<file path="src/rtl/dmem_arb_pkg.sv">
// Shared types and default sizing for the data-memory port arbiter.
package dmem_arb_pkg;

    localparam int DEF_ADDR_W     = 64;
    localparam int DEF_DATA_W     = 64;
    localparam int DEF_STARVE_MAX = 4;
    // Wide enough for any STARVE_MAX in 1..15.
    localparam int STARVE_CNT_W   = 4;

    typedef enum logic [1:0] {
        IDLE     = 2'd0,
        CORE_RSP = 2'd1,
        LDR_RSP  = 2'd2
    } arb_state_e;

endpackage

</file>
<file path="src/rtl/arb_starve_ctr.sv">
// Saturating counter of consecutive denied loader cycles; at_max_o forces
// the loader to win the next conflict with the core.
module arb_starve_ctr
    import dmem_arb_pkg::*;
#(
    parameter int MAX = DEF_STARVE_MAX
) (
    input  logic clk,
    input  logic reset,
    input  logic inc_i,
    input  logic clr_i,
    output logic at_max_o
);

    localparam logic [STARVE_CNT_W-1:0] MAX_V = STARVE_CNT_W'(MAX);

    logic [STARVE_CNT_W-1:0] cnt_q, cnt_d;

    // Clear wins over increment; increment saturates at MAX.
    always_comb begin
        cnt_d = cnt_q;
        if (clr_i) begin
            cnt_d = '0;
        end else if (inc_i && (cnt_q != MAX_V)) begin
            cnt_d = cnt_q + 1'b1;
        end
    end

    // Counter register.
    always_ff @(posedge clk or posedge reset) begin
        if (reset) begin
            cnt_q <= '0;
        end else begin
            cnt_q <= cnt_d;
        end
    end

    assign at_max_o = (cnt_q == MAX_V);

endmodule

</file>
<file path="src/rtl/dmem_port_arbiter.sv">
// Arbitrates the single-ported data memory between the core MEM stage and
// the loader/debug port. Core wins conflicts until the loader has been
// denied STARVE_MAX cycles in a row. Reads take one response cycle.
// Optional statistics counters are built when DMEM_ARB_STATS_EN is defined;
// otherwise the stat outputs are tied to zero.
module dmem_port_arbiter
    import dmem_arb_pkg::*;
#(
    parameter int ADDR_W     = DEF_ADDR_W,
    parameter int DATA_W     = DEF_DATA_W,
    parameter int STARVE_MAX = DEF_STARVE_MAX
) (
    input  logic              clk,
    input  logic              reset,
    input  logic              core_req,
    input  logic              core_we,
    input  logic [ADDR_W-1:0] core_addr,
    input  logic [DATA_W-1:0] core_wdata,
    output logic              core_stall,
    output logic [DATA_W-1:0] core_rdata,
    output logic              core_rvalid,
    input  logic              ldr_req,
    input  logic              ldr_we,
    input  logic [ADDR_W-1:0] ldr_addr,
    input  logic [DATA_W-1:0] ldr_wdata,
    output logic              ldr_gnt,
    output logic [DATA_W-1:0] ldr_rdata,
    output logic              ldr_rvalid,
    output logic [ADDR_W-1:0] mem_addr,
    output logic [DATA_W-1:0] mem_wdata,
    output logic              mem_we,
    output logic              mem_re,
    input  logic [DATA_W-1:0] mem_rdata,
    output logic [31:0]       stat_core_stall_cnt,
    output logic [31:0]       stat_ldr_gnt_cnt
);

    arb_state_e        state_q, state_d;
    logic [ADDR_W-1:0] addr_q;
    logic [DATA_W-1:0] wdata_q;
    logic [DATA_W-1:0] core_rdata_q;
    logic [DATA_W-1:0] ldr_rdata_q;
    logic              can_core;
    logic              core_win;
    logic              ldr_win;
    logic              at_max;

    arb_starve_ctr #(
        .MAX (STARVE_MAX)
    ) u_starve (
        .clk      (clk),
        .reset    (reset),
        .inc_i    (ldr_req & ~ldr_win),
        .clr_i    (ldr_win | ~ldr_req),
        .at_max_o (at_max)
    );

    // Winner selection; the core is never re-granted in its response cycle.
    always_comb begin
        can_core = core_req && (state_q != CORE_RSP);
        core_win = ~reset & can_core & (~ldr_req | ~at_max);
        ldr_win  = ~reset & ldr_req & (~can_core | at_max);
    end

    // Memory port mux; address/data hold their last value when idle.
    always_comb begin
        mem_addr  = addr_q;
        mem_wdata = wdata_q;
        if (core_win) begin
            mem_addr  = core_addr;
            mem_wdata = core_wdata;
        end else if (ldr_win) begin
            mem_addr  = ldr_addr;
            mem_wdata = ldr_wdata;
        end
        mem_we = (core_win & core_we) | (ldr_win & ldr_we);
        mem_re = (core_win & ~core_we) | (ldr_win & ~ldr_we);
    end

    // A granted read moves to its requester's response state.
    always_comb begin
        state_d = IDLE;
        if (ldr_win && !ldr_we) begin
            state_d = LDR_RSP;
        end else if (core_win && !core_we) begin
            state_d = CORE_RSP;
        end
    end

    // FSM, held memory address/data and read-data capture registers.
    always_ff @(posedge clk or posedge reset) begin
        if (reset) begin
            state_q      <= IDLE;
            addr_q       <= '0;
            wdata_q      <= '0;
            core_rdata_q <= '0;
            ldr_rdata_q  <= '0;
        end else begin
            state_q <= state_d;
            if (core_win || ldr_win) begin
                addr_q  <= mem_addr;
                wdata_q <= mem_wdata;
            end
            if (core_win && !core_we) begin
                core_rdata_q <= mem_rdata;
            end
            if (ldr_win && !ldr_we) begin
                ldr_rdata_q <= mem_rdata;
            end
        end
    end

    assign core_stall  = ~reset & core_req & ~((core_win & core_we) | (state_q == CORE_RSP));
    assign core_rvalid = (state_q == CORE_RSP);
    assign core_rdata  = core_rdata_q;
    assign ldr_gnt     = ldr_win;
    assign ldr_rvalid  = (state_q == LDR_RSP);
    assign ldr_rdata   = ldr_rdata_q;

`ifdef DMEM_ARB_STATS_EN
    logic [31:0] stall_cnt_q;
    logic [31:0] gnt_cnt_q;

    // Saturating stall-cycle and loader-grant statistics.
    always_ff @(posedge clk or posedge reset) begin
        if (reset) begin
            stall_cnt_q <= '0;
            gnt_cnt_q   <= '0;
        end else begin
            if (core_stall && (stall_cnt_q != 32'hFFFF_FFFF)) begin
                stall_cnt_q <= stall_cnt_q + 32'd1;
            end
            if (ldr_gnt && (gnt_cnt_q != 32'hFFFF_FFFF)) begin
                gnt_cnt_q <= gnt_cnt_q + 32'd1;
            end
        end
    end

    assign stat_core_stall_cnt = stall_cnt_q;
    assign stat_ldr_gnt_cnt    = gnt_cnt_q;
`else
    assign stat_core_stall_cnt = 32'd0;
    assign stat_ldr_gnt_cnt    = 32'd0;
`endif

endmodule

</file>
<file path="config.mk">
export PLATFORM = sky130hd
export DESIGN_NAME = dmem_port_arbiter
export DESIGN_NICKNAME = d
export VERILOG_FILES = /design/src/rtl/dmem_arb_pkg.sv /design/src/rtl/arb_starve_ctr.sv /design/src/rtl/dmem_port_arbiter.sv
export SDC_FILE = /design/constraint.sdc
export NUM_CORES = 1
export LEC_CHECK = 0
export CORE_AREA = 4 4 251 253
export DETAILED_ROUTE_END_ITERATION = 16
export DIE_AREA = 0 0 255 257
export DONT_BUFFER_PORTS = 1
export PLACE_DENSITY = 0.4
export SETUP_SLACK_MARGIN = 0.02
export SLEW_MARGIN = 20
export SYNTH_ARGS = -nofsm -noshare
export SYNTH_HDL_FRONTEND = slang
export SYNTH_HIERARCHICAL = 1
export SYNTH_SLANG_ARGS = --single-unit
</file>
<file path="constraint.sdc">
create_clock -name clk -period 21.5 [get_ports clk]
set_input_delay 5.375 -clock clk [delete_from_list [all_inputs] [get_ports clk]]
set_output_delay 5.375 -clock clk [all_outputs]
set_load 0.05 [all_outputs]
</file>
==> results.toml, run 1 <==
[run_status]
status = "finished, final reports clean"

[global_routing]
grt_pass1_wl_um = 69100
grt_pass1_vias = 10000
antenna_found_initial = 3
grt_overflow = 0
grt_max_degree = 198
grt_util_all_layers_pct = 13.6

[sta]
finalHoldViolCount = 0
setup_tns_ps = 0
setup_viol = 0
finalMaxSlewViolations = 0
max_slew.worst_pin.slew_ps = 1210
max_freq_mhz = 72.9
relSlewSlack_pct = 20.9
rsz0062_at_grt = "no"
min_period_ps = 13710
clock_skew_ps = 11.9
fin_crit_sh_pct = 63.8

[setup_path]
crit_path_start_kind = "input port"
critical_path_class = "input port to primary output"
required_ps = 16120
crit_fanout = 197
r2r_cells = 8
end_kind = "primary output"
critical_path_arrival_ps = 8340
r2r_slack_ps = 17850

[yosys]
yosysTopAreaCell = "dfrtp_1"
synth-xor-area-share_pct = 0
syn_inst = 1263
synth_cell_type_count = 32
ys_seq_area_share_pct = 48.4
synth_compound_area_share_pct = 17.1
syn_area_um2 = 13500
synthAdderAreaFrac_pct = 0.185
synth_simple_gate_area_share_pct = 10.4
synth_edf_count = 0
synth_top_family_by_area = "compound AO/OA/AOI/OAI gates"
yosys_register_bits = 262
netlist_top_cells_area = "dfrtp_1 (48%), o221ai_1 (17%), nand4_1 (6.0%), mux2_4 (4.4%), mux2_2 (4.2%)"
syn_avg_cell_area_um2 = 10.7
synth_ff_type = "dfrtp_1"
synth-async-reset-ratio_pct = 100
synth_top_cell_area_share_pct = 48.4
yosys_warnings = 6
synth_mux_area_share_pct = 11.8

[floorplanning]
pin_count = 652
die_y_um = 257
core_um2 = 61000
start_util_pct = 22.2
dieArea_um2 = 65500
dieWidth_um = 255
num_rows = 91

[finish]
final_cell_mix = "dfrtp_1 (262), o221ai_1 (213), inv_1 (133)"
nFillCells = 6476
finish.net_count = 1512
drive_above_1_share_pct = 17.0
finalInstanceArea_um2 = 15100
utilization_pct = 24.7
area_delta_synth_final_pct = 11.2
stdcell_count = 1994
layout_commonest_cell = "dfrtp_1"

[routing]
via_count = 10200
vias_per_cell = 5.11
wl_um = 47600
drcViolationCount = 0
first_iter_violations = 649
first_pass_iters = 7
wl_per_cell_um = 23.9
detail-route-antenna-nets = 0

[min_path]
hold_depth = 2
holdCritPathClass = "flip-flop to flip-flop"

[clock_tree]
post_cts.repair.setup_buffers = 0
cts.clk_slew.worst_paths_ps = 60
cts_tree = "done"
cts.sink_count = 262
post_cts_resized = 0
root_buffer = "clkbuf_16"
htreeDepth = 1
cts_buffers = 31
hold_buffers = 0
clk_latency_ps = 590
cts_buffer_depth = 3

[power]
p_clk_share_pct = 29.5
pwr_density_cell_nw_per_um2 = 113
p_sw_mw = 0.736
p_leak_nw = 6.41
total_power_mw = 1.70
pwr-share-comb_pct = 21.8
swShare_pct = 43.2
peakVddDrop_v = 0.0000597
pwr-share-seq_pct = 48.7
p_int_mw = 0.968

[place]
port_buffers = 0
globalplace.congestion = 0.797
dp_hpwl_um = 33800
dp.cells = 1941
post_dp_cell_area_um2 = 14100

[job]
drv_cap = 0
## path summary, 6_finish.rpt
kind / from / endpoint
max: reset / mem_we
min: u_starve/cnt_q[3] / u_starve/cnt_q[3]
max reg2reg: state_q[0] / u_starve/cnt_q[3]
min reg2reg: u_starve/cnt_q[3] / u_starve/cnt_q[3]
max in group asynchronous: reset / addr_q[9]
min in group asynchronous: reset / u_starve/cnt_q[3]
## cell type report
class	instances	area, um2	area share [%]
well taps	790	988	6.56
clock inverters	4	63.8	0.424
diodes	1	2.50	0.0166
repair buffers	18	155	1.03
inverters	135	514	3.41
flip-flops and latches	262	6560	43.5
multi-input cells	736	5900	39.2
clock buffers	48	880	5.84
## critical path, cell delays in order
cell and delay (ps):
nand2b_4 540, a21o_4 610, buf_12 590, inv_1 500, a32o_1 530
## power groups by stage
stage / clock [mW] / sequential (mW) / combinational, mW
global route: 0.541 / 0.838 / 0.399
finish: 0.502 / 0.830 / 0.372
floorplan: 0 / 0.815 / 0.329
CTS: 0.522 / 0.833 / 0.376
global placement: 0 / 0.841 / 0.363
detailed placement: 0 / 0.842 / 0.375
## per-stage QoR
step / hold WS (ps) / setup slack [ps]
after floorplan: 508 / 8990
after global placement: 535 / 7810
after detailed placement: 541 / 7650
after CTS: 548 / 7660
after global routing: 593 / 7560
final: 559 / 7790
## routing by layer
layer,vias to the layer above,global-route usage (%),wire length [um]
met5,-,0,21
met1,5190,16.4,18400
met4,4,4.44,1450
li1,4483,-,-
met2,439,23.4,24200
met3,76,3.57,3490
## flip-flops by register name, summed over array words and instances (netlist names)
name / cells
addr_q: 64
core_rdata: 64
ldr_rdata: 64
state_q: 2
u_starve/cnt_q: 4
wdata_q: 64
## cells in the mapped netlist (2+ instances only)
cell type / count
a21o_2: 2
a21oi_1: 4
and2_1: 2
buf_1: 7
buf_2: 59
buf_4: 65
buf_6: 12
clkbuf_1: 50
dfrtp_1: 262
ha_1: 2
inv_1: 134
mux2_1: 38
mux2_2: 50
mux2_4: 40
nand2_1: 131
nand2b_1: 2
nand3_1: 3
nand4_1: 129
nor2b_1: 3
o221ai_1: 256
## cell families (layout without fill, tap and decap cells)
group	after synthesis	count (layout)
buffers and inverters	328	205
and+or+nand+nor	276	276
AOI/OAI and AO/OA	266	266
DFF	262	262
muxes	128	128
adders and majority gates	2	2
other	1	65
No activity file was read; power rests on OpenSTA's default activity.
==> run 2, diff against run 1 <==
--- a/config.mk
+++ b/config.mk
@@ -9,7 +9,7 @@
 export DETAILED_ROUTE_END_ITERATION = 16
 export DIE_AREA = 0 0 255 257
 export DONT_BUFFER_PORTS = 1
-export PLACE_DENSITY = 0.4
+export PLACE_DENSITY = 0.41
 export SETUP_SLACK_MARGIN = 0.02
 export SLEW_MARGIN = 20
 export SYNTH_ARGS = -nofsm -noshare
==> constraint.sdc (replaced) <==
create_clock -name clk -period 12.2 [get_ports clk]
set_input_delay 3.05 -clock clk [delete_from_list [all_inputs] [get_ports clk]]
set_output_delay 3.05 -clock clk [all_outputs]
set_load 0.05 [all_outputs]
==> results.toml, run 2 (same netlist as run 1, synthesis figures left out) <==
[power]
total_power_mw = 3.05
p_sw_mw = 1.29
swShare_pct = 42.3
peakVddDrop_v = 0.0000851
pwr_density_cell_nw_per_um2 = 202
p_clk_share_pct = 30.8
pwr-share-seq_pct = 47.9
p_int_mw = 1.76
p_leak_nw = 6.56
pwr-share-comb_pct = 21.3

[routing]
first_pass_iters = 8
wl_per_cell_um = 23.0
first_iter_violations = 887
vias_per_cell = 5.13
detail-route-antenna-nets = 0
wl_um = 46600
drcViolationCount = 0
via_count = 10400

[sta]
rsz0062_at_grt = "no"
setup_tns_ps = 0
finalMaxSlewViolations = 0
clock_skew_ps = 16.6
relSlewSlack_pct = 20.6
min_period_ps = 8880
finalHoldViolCount = 0
fin_crit_sh_pct = 72.8
max_freq_mhz = 113
setup_viol = 0
max_slew.worst_pin.slew_ps = 1210

[global_routing]
grt_max_degree = 190
top_usage_layer = "met2"
antenna_found_initial = 3
grt_util_all_layers_pct = 13.2
grt_use_met3_pct = 2.75
grtUsageMet1_pct = 15.8
met2_usage_pct = 23.8
grt_pass1_wl_um = 67600
grt_overflow = 0
grt_pass1_vias = 10200

[floorplanning]
dieArea_um2 = 65500
dieWidth_um = 255
die_y_um = 257
start_util_pct = 22.2
core_um2 = 61000
pin_count = 652
num_rows = 91

[job]
drv_cap = 0

[clock_tree]
root_buffer = "clkbuf_16"
cts.clk_slew.worst_paths_ps = 50
post_cts.repair.setup_buffers = 0
post_cts_resized = 0
htreeDepth = 1
cts_buffers = 31
clk_latency_ps = 570
cts_buffer_depth = 3
cts_tree = "done"
cts.sink_count = 262
hold_buffers = 0

[place]
globalplace.congestion = 0.823
dp_hpwl_um = 33000
port_buffers = 0

[finish]
drive_above_1_share_pct = 16.5
final_cell_mix = "dfrtp_1 (262), o221ai_1 (251), inv_1 (133)"
area_delta_synth_final_pct = 11.5
layout_commonest_cell = "dfrtp_1"
finish.net_count = 1535

[run_status]
status = "finished, final reports clean"

[setup_path]
critPathSlowestCell = "o221ai_1"
required_ps = 9150
crit_path_start_kind = "input port"
cpPeakStageDelay_ps = 1130
critical_path_class = "input port to primary output"
r2r_slack_ps = 8790
end_kind = "primary output"
cp_cell_sequence = "nand2b_4, a21o_4, buf_12, o221ai_1"
crit_fanout = 189
critical_path_arrival_ps = 5830

[min_path]
holdCritPathClass = "flip-flop to flip-flop"
-- run 2: cell types whose count changed in the layout (fill, tap and decap cells not counted), sizes merged --
cell and delta:
clkinvlp +1, bufinv +2, clkinv +10, buf +23, diode +1, inv -1
clkbuf -8
-- run 2: layer usage --
metal / part of all wire, % / wire [um]
met1: 38 / 17700
met2: 53 / 24600
met3: 6.5 / 3010
met4: 2.7 / 1240
met5: 0 / 0
-- run 2: stage by stage --
stage                     utilization (%)  hold WS (ps)  setup WS, ps  cells  cell area [um2]
after floorplan                         -           508          2050   1326            13800
after global placement               23.0           538          3460   1964            14000
after detailed placement             23.0           548          3430   1964            14000
after CTS                            24.7           556          3430   2020            15100
after global routing                 24.7           569          3280   2022            15100
final                                24.7           557          3320   2022            15100
-- run 2: cell type report --
cell class | instances | area, um2
inverters | 135 | 514
well taps | 790 | 988
flip-flops and latches | 262 | 6560
fillers | 6512 | 45900
multi-input cells | 736 | 5670
clock inverters | 16 | 165
diodes | 2 | 5.00
clock buffers | 40 | 870
repair buffers | 41 | 340
-- run 2: power groups by stage --
stage / Sequential, mW / Clock [mW] / Combinational, mW
floorplan: 1.44 / 0 / 0.580
global placement: 1.49 / 0 / 0.651
detailed placement: 1.48 / 0 / 0.656
CTS: 1.47 / 0.982 / 0.657
global route: 1.48 / 1.01 / 0.697
finish: 1.46 / 0.940 / 0.652
-- run 2: worst max-delay path: cells and delay by family --
kind,cells,cell delay [ps]
compound gates,2,1680
buf+inv,1,280
simple gates,1,510
-- run 2: worst paths after layout --
path,startpoint,end,cells after the start
setup / recovery,reset,mem_addr[17],4
hold / removal,u_starve/cnt_q[3],u_starve/cnt_q[3],2
setup reg to reg,u_starve/cnt_q[0],core_rdata[28],8
hold reg to reg,u_starve/cnt_q[3],u_starve/cnt_q[3],2
max in group asynchronous,reset,core_rdata[61],3
min in group asynchronous,reset,u_starve/cnt_q[2],1
==> run 3, diff against run 2 <==
--- a/config.mk
+++ b/config.mk
@@ -5,11 +5,11 @@
 export SDC_FILE = /design/constraint.sdc
 export NUM_CORES = 1
 export LEC_CHECK = 0
-export CORE_AREA = 4 4 251 253
+export CORE_AREA = 4 4 253 255
 export DETAILED_ROUTE_END_ITERATION = 16
-export DIE_AREA = 0 0 255 257
+export DIE_AREA = 0 0 257 259
 export DONT_BUFFER_PORTS = 1
-export PLACE_DENSITY = 0.41
+export PLACE_DENSITY = 0.4
 export SETUP_SLACK_MARGIN = 0.02
 export SLEW_MARGIN = 20
 export SYNTH_ARGS = -nofsm -noshare
==> constraint.sdc (replaced) <==
create_clock -name clk -period 8.8 [get_ports clk]
set_input_delay 2.2 -clock clk [delete_from_list [all_inputs] [get_ports clk]]
set_output_delay 2.2 -clock clk [all_outputs]
set_load 0.05 [all_outputs]
==> results.toml, run 3 (same netlist as run 1, synthesis figures left out) <==
[floorplanning]
dieArea_um2 = 66600
dieWidth_um = 257
pin_count = 652
num_rows = 91
core_um2 = 61600
die_y_um = 259
start_util_pct = 22.0

[setup_path]
critical_path_arrival_ps = 4720
required_ps = 6600
critPathSlowestCell = "o221ai_1"
crit_fanout = 76
cp_cell_sequence = "nand2b_4, a21o_4, buf_12, o221ai_1"
cpPeakStageDelay_ps = 980
critical_path_class = "input port to primary output"
r2r_slack_ps = 5370
end_kind = "primary output"
crit_path_start_kind = "input port"

[sta]
max_slew.worst_pin.slew_ps = 1200
fin_crit_sh_pct = 78.6
finalHoldViolCount = 0
finalMaxSlewViolations = 0
max_freq_mhz = 145
relSlewSlack_pct = 21.1
setup_viol = 0
min_period_ps = 6920
rsz0062_at_grt = "no"
clock_skew_ps = 22.2
setup_tns_ps = 0

[finish]
finish.net_count = 1543
drive_above_1_share_pct = 17.3
layout_commonest_cell = "dfrtp_1"
nFillCells = 6601
final_cell_mix = "dfrtp_1 (262), o221ai_1 (249), inv_1 (133)"
finalInstanceArea_um2 = 15300
area_delta_synth_final_pct = 12.7

[clock_tree]
htreeDepth = 1
hold_buffers = 0
cts_tree = "done"
clk_latency_ps = 590
cts_buffers = 30
cts.sink_count = 262
post_cts.repair.setup_buffers = 0
post_cts_resized = 0
cts.clk_slew.worst_paths_ps = 60
cts_buffer_depth = 3
root_buffer = "clkbuf_16"

[global_routing]
grt_util_all_layers_pct = 13.3
grt_pass1_vias = 10300
grt_pass1_wl_um = 69600
antenna_found_initial = 2
grt_max_degree = 124
grt_overflow = 0

[place]
globalplace.congestion = 0.873
dp_hpwl_um = 34400
post_dp_cell_area_um2 = 14200
port_buffers = 0

[routing]
wl_met2_um = 23900
wl_um = 47500
first_iter_violations = 876
met1_length_um = 18700
first_pass_iters = 5
vias_per_cell = 4.95
via_count = 10300
wl_met3_um = 3450
detail-route-antenna-nets = 0
drcViolationCount = 0
highest_layer = "met4"
wl_per_cell_um = 22.9

[run_status]
status = "finished, final reports clean"

[power]
p_leak_nw = 6.61
pwr_density_cell_nw_per_um2 = 278
peakVddDrop_v = 0.000129

[job]
drv_cap = 0

[min_path]
holdCritPathClass = "flip-flop to flip-flop"
==> run 3: metrics by stage <==
stage | power (mW) | setup slack (ps) | util [%] | hold WS, ps | instances
2_1_floorplan | 2.79 | 2640 | - | 508 | 1326
5_1_grt | 4.44 | 1720 | 24.8 | 575 | 2075
3_3_place_gp | 2.96 | 1920 | 23.0 | 527 | 2019
6_report | 4.25 | 1880 | 24.8 | 540 | 2076
3_5_place_dp | 2.97 | 1920 | 23.0 | 535 | 2019
4_1_cts | 4.31 | 1920 | 24.7 | 543 | 2074
==> run 3: final timing paths <==
check,end,start,depth (start not counted)
setup / recovery,mem_addr[11],reset,4
hold / removal,u_starve/cnt_q[3],u_starve/cnt_q[3],2
setup reg to reg,core_rdata[28],u_starve/cnt_q[0],8
hold reg to reg,u_starve/cnt_q[3],u_starve/cnt_q[3],2
max in group asynchronous,wdata_q[60],reset,3
min in group asynchronous,u_starve/cnt_q[2],reset,1
==> run 3: area by class of cell <==
cell class / count / area, um2 / share of cell area [%]
flip-flops and latches: 262 / 6560 / 42.9
multi-input cells: 736 / 5680 / 37.2
well taps: 837 / 1050 / 6.86
clock buffers: 39 / 855 / 5.60
inverters: 135 / 510 / 3.34
repair buffers: 50 / 433 / 2.84
clock inverters: 16 / 184 / 1.20
diodes: 1 / 2.50 / 0.0164
==> run 3: per-layer routing <==
| metal | vias to the layer above | GRT usage [%] |
|---|---|---|
| met1 | 5161 | 16.5 |
| li1 | 4542 | - |
| met3 | 79 | 3.44 |
| met2 | 501 | 22.9 |
| met4 | 0 | 4.08 |
| met5 | - | 0 |
==> run 3: worst max-delay path, delay by kind of cell <==
family / cells / cell delay (ps)
simple gates: 1 / 460
compound gates: 2 / 1560
buf+inv: 1 / 290
==> run 3: power by group <==
group / internal [mW] / switching, mW / total [mW] / leakage, nW
Sequential: 1.41 / 0.616 / 2.03 / 3.20
Clock: 0.772 / 0.536 / 1.31 / 0.523
Combinational: 0.258 / 0.653 / 0.912 / 2.88
